`config.mk`:
```
export PLATFORM = sky130hd
export DESIGN_NAME = packet_loader
export DESIGN_NICKNAME = d
export VERILOG_FILES = /design/src/rtl/noc_pkg.sv /design/src/rtl/load_strobe_gen.sv /design/src/rtl/packet_loader.sv
export SDC_FILE = /design/constraint.sdc
export NUM_CORES = 1
export LEC_CHECK = 0
export BUFFER_PORTS_ARGS = -buffer_cell sky130_fd_sc_hd__buf_4
export CORE_MARGIN = 5
export CORE_UTILIZATION = 55
export DETAILED_ROUTE_END_ITERATION = 10
export PLACE_DENSITY = 0.84
export SYNTH_ARGS = -nofsm -noshare
export SYNTH_HDL_FRONTEND = slang
export SYNTH_HIERARCHICAL = 1
export SYNTH_SLANG_ARGS = --single-unit
```
`constraint.sdc`:
```
create_clock -name clock -period 4.9 [get_ports clock]
set_input_delay 0.98 -clock clock [delete_from_list [all_inputs] [get_ports clock]]
set_output_delay 0.98 -clock clock [all_outputs]
set_load 0.1 [all_outputs]
```
`src/rtl/noc_pkg.sv`:
```
// Shared constants and types for the routing-table loader.
package noc_pkg;

    localparam int unsigned PKT_W     = 24;
    localparam int unsigned NUM_SLOTS = 6;
    localparam int unsigned ID_W      = 4;

    typedef logic [PKT_W-1:0] packet_t;
    typedef logic [ID_W-1:0]  slot_id_t;

    typedef enum logic {
        FILL,
        LOAD
    } loader_state_t;

endpackage

```
`src/rtl/load_strobe_gen.sv`:
```
// Down-counter holding load_n low for LOAD_CYCLES cycles after a start request.
module load_strobe_gen #(
    parameter int unsigned LOAD_CYCLES = 1
) (
    input  logic clock,
    input  logic clear,
    input  logic start,
    output logic load_n,
    output logic busy,
    output logic done
);

    localparam int unsigned CW = $clog2(LOAD_CYCLES + 1);
    localparam logic [CW-1:0] CNT_INIT = CW'(LOAD_CYCLES);
    localparam logic [CW-1:0] CNT_LAST = CW'(1);

    logic [CW-1:0] count;

    // done marks the final strobe cycle so the owner can leave LOAD on that edge
    assign done = busy && (count == CNT_LAST);

    always_ff @(posedge clock) begin
        if (clear) begin
            count  <= '0;
            load_n <= 1'b1;
            busy   <= 1'b0;
        end else if (busy) begin
            if (done) begin
                count  <= '0;
                load_n <= 1'b1;
                busy   <= 1'b0;
            end else begin
                count <= count - CNT_LAST;
            end
        end else if (start) begin
            count  <= CNT_INIT;
            load_n <= 1'b0;
            busy   <= 1'b1;
        end
    end

endmodule

```
`src/rtl/packet_loader.sv`:
```
// Buffers one packet per destination slot and bulk-loads all slots into the routing table.
module packet_loader
    import noc_pkg::*;
#(
    parameter int unsigned LOAD_CYCLES = 1
) (
    input  logic                 clock,
    input  logic                 clear,
    input  logic                 in_valid,
    output logic                 in_ready,
    input  logic [ID_W-1:0]      in_id,
    input  logic [PKT_W-1:0]     in_packet,
    input  logic                 commit,
    output logic [PKT_W-1:0]     packet_out0,
    output logic [PKT_W-1:0]     packet_out1,
    output logic [PKT_W-1:0]     packet_out2,
    output logic [PKT_W-1:0]     packet_out3,
    output logic [PKT_W-1:0]     packet_out4,
    output logic [PKT_W-1:0]     packet_out5,
    output logic                 load_n,
    output logic [NUM_SLOTS-1:0] slot_valid,
    output logic                 busy,
    output logic                 bad_id
);

    loader_state_t        state;
    packet_t              slots [NUM_SLOTS];
    logic                 transfer;
    logic                 id_ok;
    logic                 go_load;
    logic                 load_done;
    logic [NUM_SLOTS-1:0] wr_mask;
    logic [NUM_SLOTS-1:0] valid_next;

    assign in_ready = (state == FILL) && !clear;
    assign transfer = in_valid && in_ready;
    assign id_ok    = in_id < slot_id_t'(NUM_SLOTS);

    always_comb begin
        wr_mask = '0;
        for (int unsigned i = 0; i < NUM_SLOTS; i++) begin
            if (transfer && (slot_id_t'(i) == in_id)) begin
                wr_mask[i] = 1'b1;
            end
        end
    end

    // Decide on the post-write valid set so a completing write or write+commit loads this edge
    assign valid_next = slot_valid | wr_mask;
    assign go_load    = (state == FILL) && ((&valid_next) || (commit && (|valid_next)));

    always_ff @(posedge clock) begin
        if (clear) begin
            state      <= FILL;
            slot_valid <= '0;
            bad_id     <= 1'b0;
            for (int unsigned i = 0; i < NUM_SLOTS; i++) begin
                slots[i] <= '0;
            end
        end else begin
            case (state)
                FILL: begin
                    for (int unsigned i = 0; i < NUM_SLOTS; i++) begin
                        if (wr_mask[i]) begin
                            slots[i] <= in_packet;
                        end
                    end
                    slot_valid <= valid_next;
                    bad_id     <= transfer && !id_ok;
                    if (go_load) begin
                        state <= LOAD;
                    end
                end
                LOAD: begin
                    bad_id <= 1'b0;
                    if (load_done) begin
                        slot_valid <= '0;
                        state      <= FILL;
                    end
                end
                default: state <= FILL;
            endcase
        end
    end

    load_strobe_gen #(
        .LOAD_CYCLES(LOAD_CYCLES)
    ) u_strobe (
        .clock  (clock),
        .clear  (clear),
        .start  (go_load),
        .load_n (load_n),
        .busy   (busy),
        .done   (load_done)
    );

    assign packet_out0 = slots[0];
    assign packet_out1 = slots[1];
    assign packet_out2 = slots[2];
    assign packet_out3 = slots[3];
    assign packet_out4 = slots[4];
    assign packet_out5 = slots[5];

endmodule

```
Yosys cells after proc, flatten, opt, wreduce, memory -nomap -nowiden --
Memory sizes are Yosys's and may differ from the RTL's. Cells that the tools add are included.
Cells by class: add/subtract/negate cells 1, order comparisons 1, equality and inequality tests 7, mux-type cells 51, bitwise gates (word level) 8, reductions and logical operators 20
Operators by type and width (number):
- $mux 24 | 6
- $mux 1 | 41
- $logic_and 1x1->1 | 12
- $pmux 6 s2 | 1
- $eq 2x4->1 const A | 2
- $eq 3x4->1 const A | 2
- $mux 6 | 1
- $or 1x1->1 | 6
- $or 6x6->6 | 1
- $reduce_and 6->1 | 1
- $reduce_or 6->1 | 1
- $eq 1x4->1 const A | 1
- $logic_not 4->1 | 1
- $lt 4x3->1 const B | 1
- $pmux 1 s2 | 2
- $logic_not 1->1 | 2
- $ne 2x1->1 const B | 1
- $ne 2x2->1 const B | 1
- $reduce_and 2->1 | 1
- $reduce_bool 2->1 | 1
- $logic_or 1x1->1 | 1
- $not 1->1 | 1
- $sub 1x1->1 const B | 1
Storage, ports and cells: flip-flop bits (word level) 11, RAM bits 144, input port bits 32, output and inout bits 154, memories kept 1
Memory list:
- slots | depth 6, bits a word 24, rd ports 6, clocked after Yosys merged registers in 0, wr ports 6, RTL line packet_loader.sv:27 | packet_t slots [NUM_SLOTS];

Longest topological paths before layout --
word-level depth 12, depth in mapped cells 8, depth with buffers taken out 6

Cells and area by module --
The synthesis kept the hierarchy.
Modules (own cells, without submodules):
- packet_loader | instances 1, cells each 374, area an instance 5934.4 µm², seq. area each 4484.3 µm²
- load_strobe_gen | instances 1, cells each 11, area an instance 118.9 µm², seq. area each 60.1 µm²

Worst setup path before layout --
OpenSTA, ideal clock, no wires.
path type in2out, start point input port clear, end point output port in_ready, arrival time 2.380 ns, data required time 3.920 ns, path slack 1.540 ns, cell stages on the path 2, path buffers 1, cells stage by stage buf_6 -> nor2_1
Between the ends: cells in the longest elaborated chain, start to end 2
Ends and longest elaborated chain:
- start: declaration | RTL line packet_loader.sv:8 | input logic clear,
- $logic_not 1->1 | RTL line packet_loader.sv:35 | assign in_ready = (state == FILL) && !clear;
- $logic_and 1x1->1 | RTL line packet_loader.sv:35
- end: declaration | RTL line packet_loader.sv:10 | output logic in_ready,
Every way passes these cells.

Worst setup path after layout --
start point input port clear, end point register u_strobe.load_n
Between the ends: cells in the longest elaborated chain, start to end 12
Ends and longest elaborated chain:
- $logic_not 1->1 * | RTL line packet_loader.sv:35
- $logic_and 1x1->1 * | RTL line packet_loader.sv:35
- $logic_and 1x1->1 * | RTL line packet_loader.sv:36 | assign transfer = in_valid && in_ready;
- $logic_and 1x1->1 | RTL line packet_loader.sv:42 | if (transfer && (slot_id_t'(i) == in_id)) begin
- $mux 1 | RTL line packet_loader.sv:42
- $or 6x6->6 * | RTL line packet_loader.sv:49 | assign valid_next = slot_valid | wr_mask;
- $reduce_or 6->1 | RTL line packet_loader.sv:50 | assign go_load = (state == FILL) && ((&valid_next) || (commit && (|valid_next)));
- $logic_and 1x1->1 | RTL line packet_loader.sv:50
- $logic_or 1x1->1 * | RTL line packet_loader.sv:50
- $logic_and 1x1->1 * | RTL line packet_loader.sv:50
- net go_load | RTL line packet_loader.sv:30 | logic go_load;
- $reduce_bool 2->1 (no line) *
- $reduce_and 2->1 (no line) *
- end signal: assignment | RTL line load_strobe_gen.sv:25 | load_n <= 1'b1;
- end signal: assignment | RTL line load_strobe_gen.sv:30 | load_n <= 1'b1;
- end signal: assignment | RTL line load_strobe_gen.sv:37 | load_n <= 1'b0;
- end: declaration | RTL line load_strobe_gen.sv:8 | output logic load_n,
Mark *: on every way through the listed nets, which the timed path passes. The rest lies on a longest branch. A chain may end at the register's enable or synchronous reset.

==> out/results.txt <==
outcome -> completed
Critical Path RT -> 5.29 ns
CTS Hold Bufs -> 0
CTS tree -> built
Hold Violations, Final -> 0
Final Util -> 75.1%
synthesized instance count -> 385
Starting Density -> 56.1%
switching share of power -> 29.2%
Fin Setup TNS -> 0 ns
VDD IR max -> 0.226 mV
clock group share of total power -> 38.2%
maximum root-to-sink buffer count -> 2
drt pass-1 iters -> 5
PortBufs -> 185
Synthesis Warnings -> 6
relative slew slack -> 21.7%
Hold WC Path Type -> reg2reg
initial antenna violation count -> 0
global-route wire length before repair -> 21900 um
cts repair resizes -> 0
Boundary Pins -> 186
Final Max Slew Viols -> 0
Std-Cell Rows -> 38
Leakage -> 0.00358 uW
dpl ws -> 1.61 ns
antenna diode count -> 0
Internal Pwr Total -> 2360 uW
NetSw -> 972 uW
Final WS setup -> 2.05 ns
post-synthesis sequential area ratio -> 75.1%
Final min period -> 2.85 ns
fmax -> 0.350 GHz
Routed WL -> 14800 um
total track usage -> 22.3%
CTS Sinks -> 155
CTS root buf -> clkbuf_8
total of max-cap violations -> 0
unrepaired setup endpoints after global routing -> false
TritonCTS buffer count -> 17
cell area after synthesis -> 6050 um^2
combinational fraction of design power -> 16.3%
Tcrit/Tclk final -> 58.3%
synthesized net count -> 417
Hold Worst Slack -> 0.538 ns
Flop pwr share -> 45.5%
#FFs+latches synth -> 155
largest net degree at the start of global routing -> 29
vias in the first global route -> 3814
Vias -> 3892
Layout area overhead -> 33.9%
Layout Skew -> 0.00619 ns
later-pin clock latency in the skew report -> 0.51 ns
Final ANT Viol Nets -> 0
H-Tree Depth -> 4
initial drt markers -> 297
CP Class -> in2reg
Finish-stage setup viols -> 0
Die X-Extent -> 115 um
crit start category -> primary input
HPWL after detailed placement -> 10000 um
PnR Total Power -> 3330 uW
CP Capture Type -> flop
placer congestion estimate -> 0.842
vias per cell -> 5.38
Avg Cell Area, Syn -> 15.7 um^2
die height -> 115 um
Worst Tran Pin Value -> 1.17 ns
Post-CTS Setup Bufs -> 0
share of cells above drive strength 1 -> 40.5%
Arr. time, crit path -> 3.25 ns
nets -> 602
core area -> 10800 um^2
die area -> 13200 um^2
clock-pin slew on the worst setup and hold paths -> 0.06 ns
pwr/cell area -> 411 nW/um^2
CP max FO -> 28
library cells used by synthesis -> 37
Remaining Overflow, GRT -> 0
# DRC -> 0
DR WL/cell -> 20.5 um
[Yosys cell counts, drive strengths merged]
library cell	n	area, um^2
o31ai	2	15.0
nor2	8	32.5
a31oi	1	6.26
nor4b	4	86.3
a2111o	1	11.3
dfxtp	11	220
nand3b	1	7.51
or2	6	37.5
nand2b	2	12.5
and3b	2	17.5
or4	1	7.51
o21bai	1	7.51
nand2	4	15.0
nand3	2	10.0
buf	11	85.1
and2	100	629
clkbuf	13	48.8
nor4	1	21.3
nor2b	2	12.5
edfxtp	144	4320
a22o	1	8.76
nor3	2	15.0
a2111oi	1	8.76
and3	48	300
o21ba	1	10.0
a21oi	10	53.8
nor4bb	2	20.0
a22oi	2	15.0
or4b	1	13.8
[cell usage in the layout, fill, tap and decap left out, types with 2 or more instances in the layout]
master	n
buf_4	190
edfxtp_1	144
and2_1	98
and3_1	48
clkbuf_16	16
dfxtp_1	11
a21oi_1	9
nor2_1	7
or2_2	6
nor4b_4	4
nand2_1	4
clkinv_2	4
clkbuf_1	3
bufinv_16	3
clkinvlp_4	3
and3b_1	2
nor4bb_1	2
a22oi_1	2
nand3_1	2
nand2b_1	2
o31ai_1	2
nor2b_1	2
[final timing paths]
| check | slack (ns) | start | to | cells past startpoint |
|---|---|---|---|---|
| setup / recovery | 2.05 | clear | u_strobe/load_n | 7 |
| setup reg to reg | 2.23 | state | u_strobe/load_n | 6 |
| hold reg to reg | 0.54 | u_strobe/load_n | u_strobe/load_n | 2 |
| hold / removal | 0.54 | u_strobe/load_n | u_strobe/load_n | 2 |
[registers in the layout (all words and copies together), names as in the netlist]
signal,cells
state,1
slot_valid,6
u_strobe/count,1
slots,144
bad_id,1
u_strobe/busy,1
u_strobe/load_n,1
[kinds of logic (layout without fill, tap and decap cells)]
family                 count (synthesis)  in the layout  share of synthesized area, %
buffers and inverters                 24            222                          2.21
AO/OA/AOI/OAI                         20             20                          2.25
AND/OR/NAND/NOR                      186            186                          20.5
flip-flops                           155            155                          75.1
[worst max-delay path: stages]
cell      delay, ns
buf_4          0.18
nor4b_4        0.96
a22oi_1        0.17
a22o_1         0.27
o31ai_1        0.33
nor2b_1        0.24
o21bai_1       0.10
[layout make-up]
cell class / count / area [um^2]
Timing Repair Buffer: 190 / 1430
Tap cell: 140 / 175
Multi-Input combinational cell: 206 / 1380
Fill cell: 645 / 2690
Clock inverter: 12 / 150
Sequential cell: 155 / 4540
Clock buffer: 20 / 425
[through the flow]
stage | cell area [um^2] | instances
floorplan | 6050 | 385
global placement | 7530 | 691
detailed placement | 7530 | 691
CTS | 8110 | 723
global route | 8110 | 723
finish | 8110 | 723
[per-layer routing]
metal  part of all wire, %  global-route usage [%]  up-vias
li1                      -                       -     1763
met3                   9.0                    4.84       20
met2                    52                    37.9      228
met5                     0                       0        -
met1                    37                    28.7     1881
met4                   1.8                    7.36        0
[power groups by stage]
stage / Combinational (uW) / Clock [uW] / Sequential [uW]
floorplan: 60.3 / 0 / 1890
global placement: 539 / 0 / 1540
detailed placement: 546 / 0 / 1540
CTS: 547 / 1280 / 1520
global route: 558 / 1350 / 1520
finish: 544 / 1270 / 1520
(Power assumes the default switching activity.)
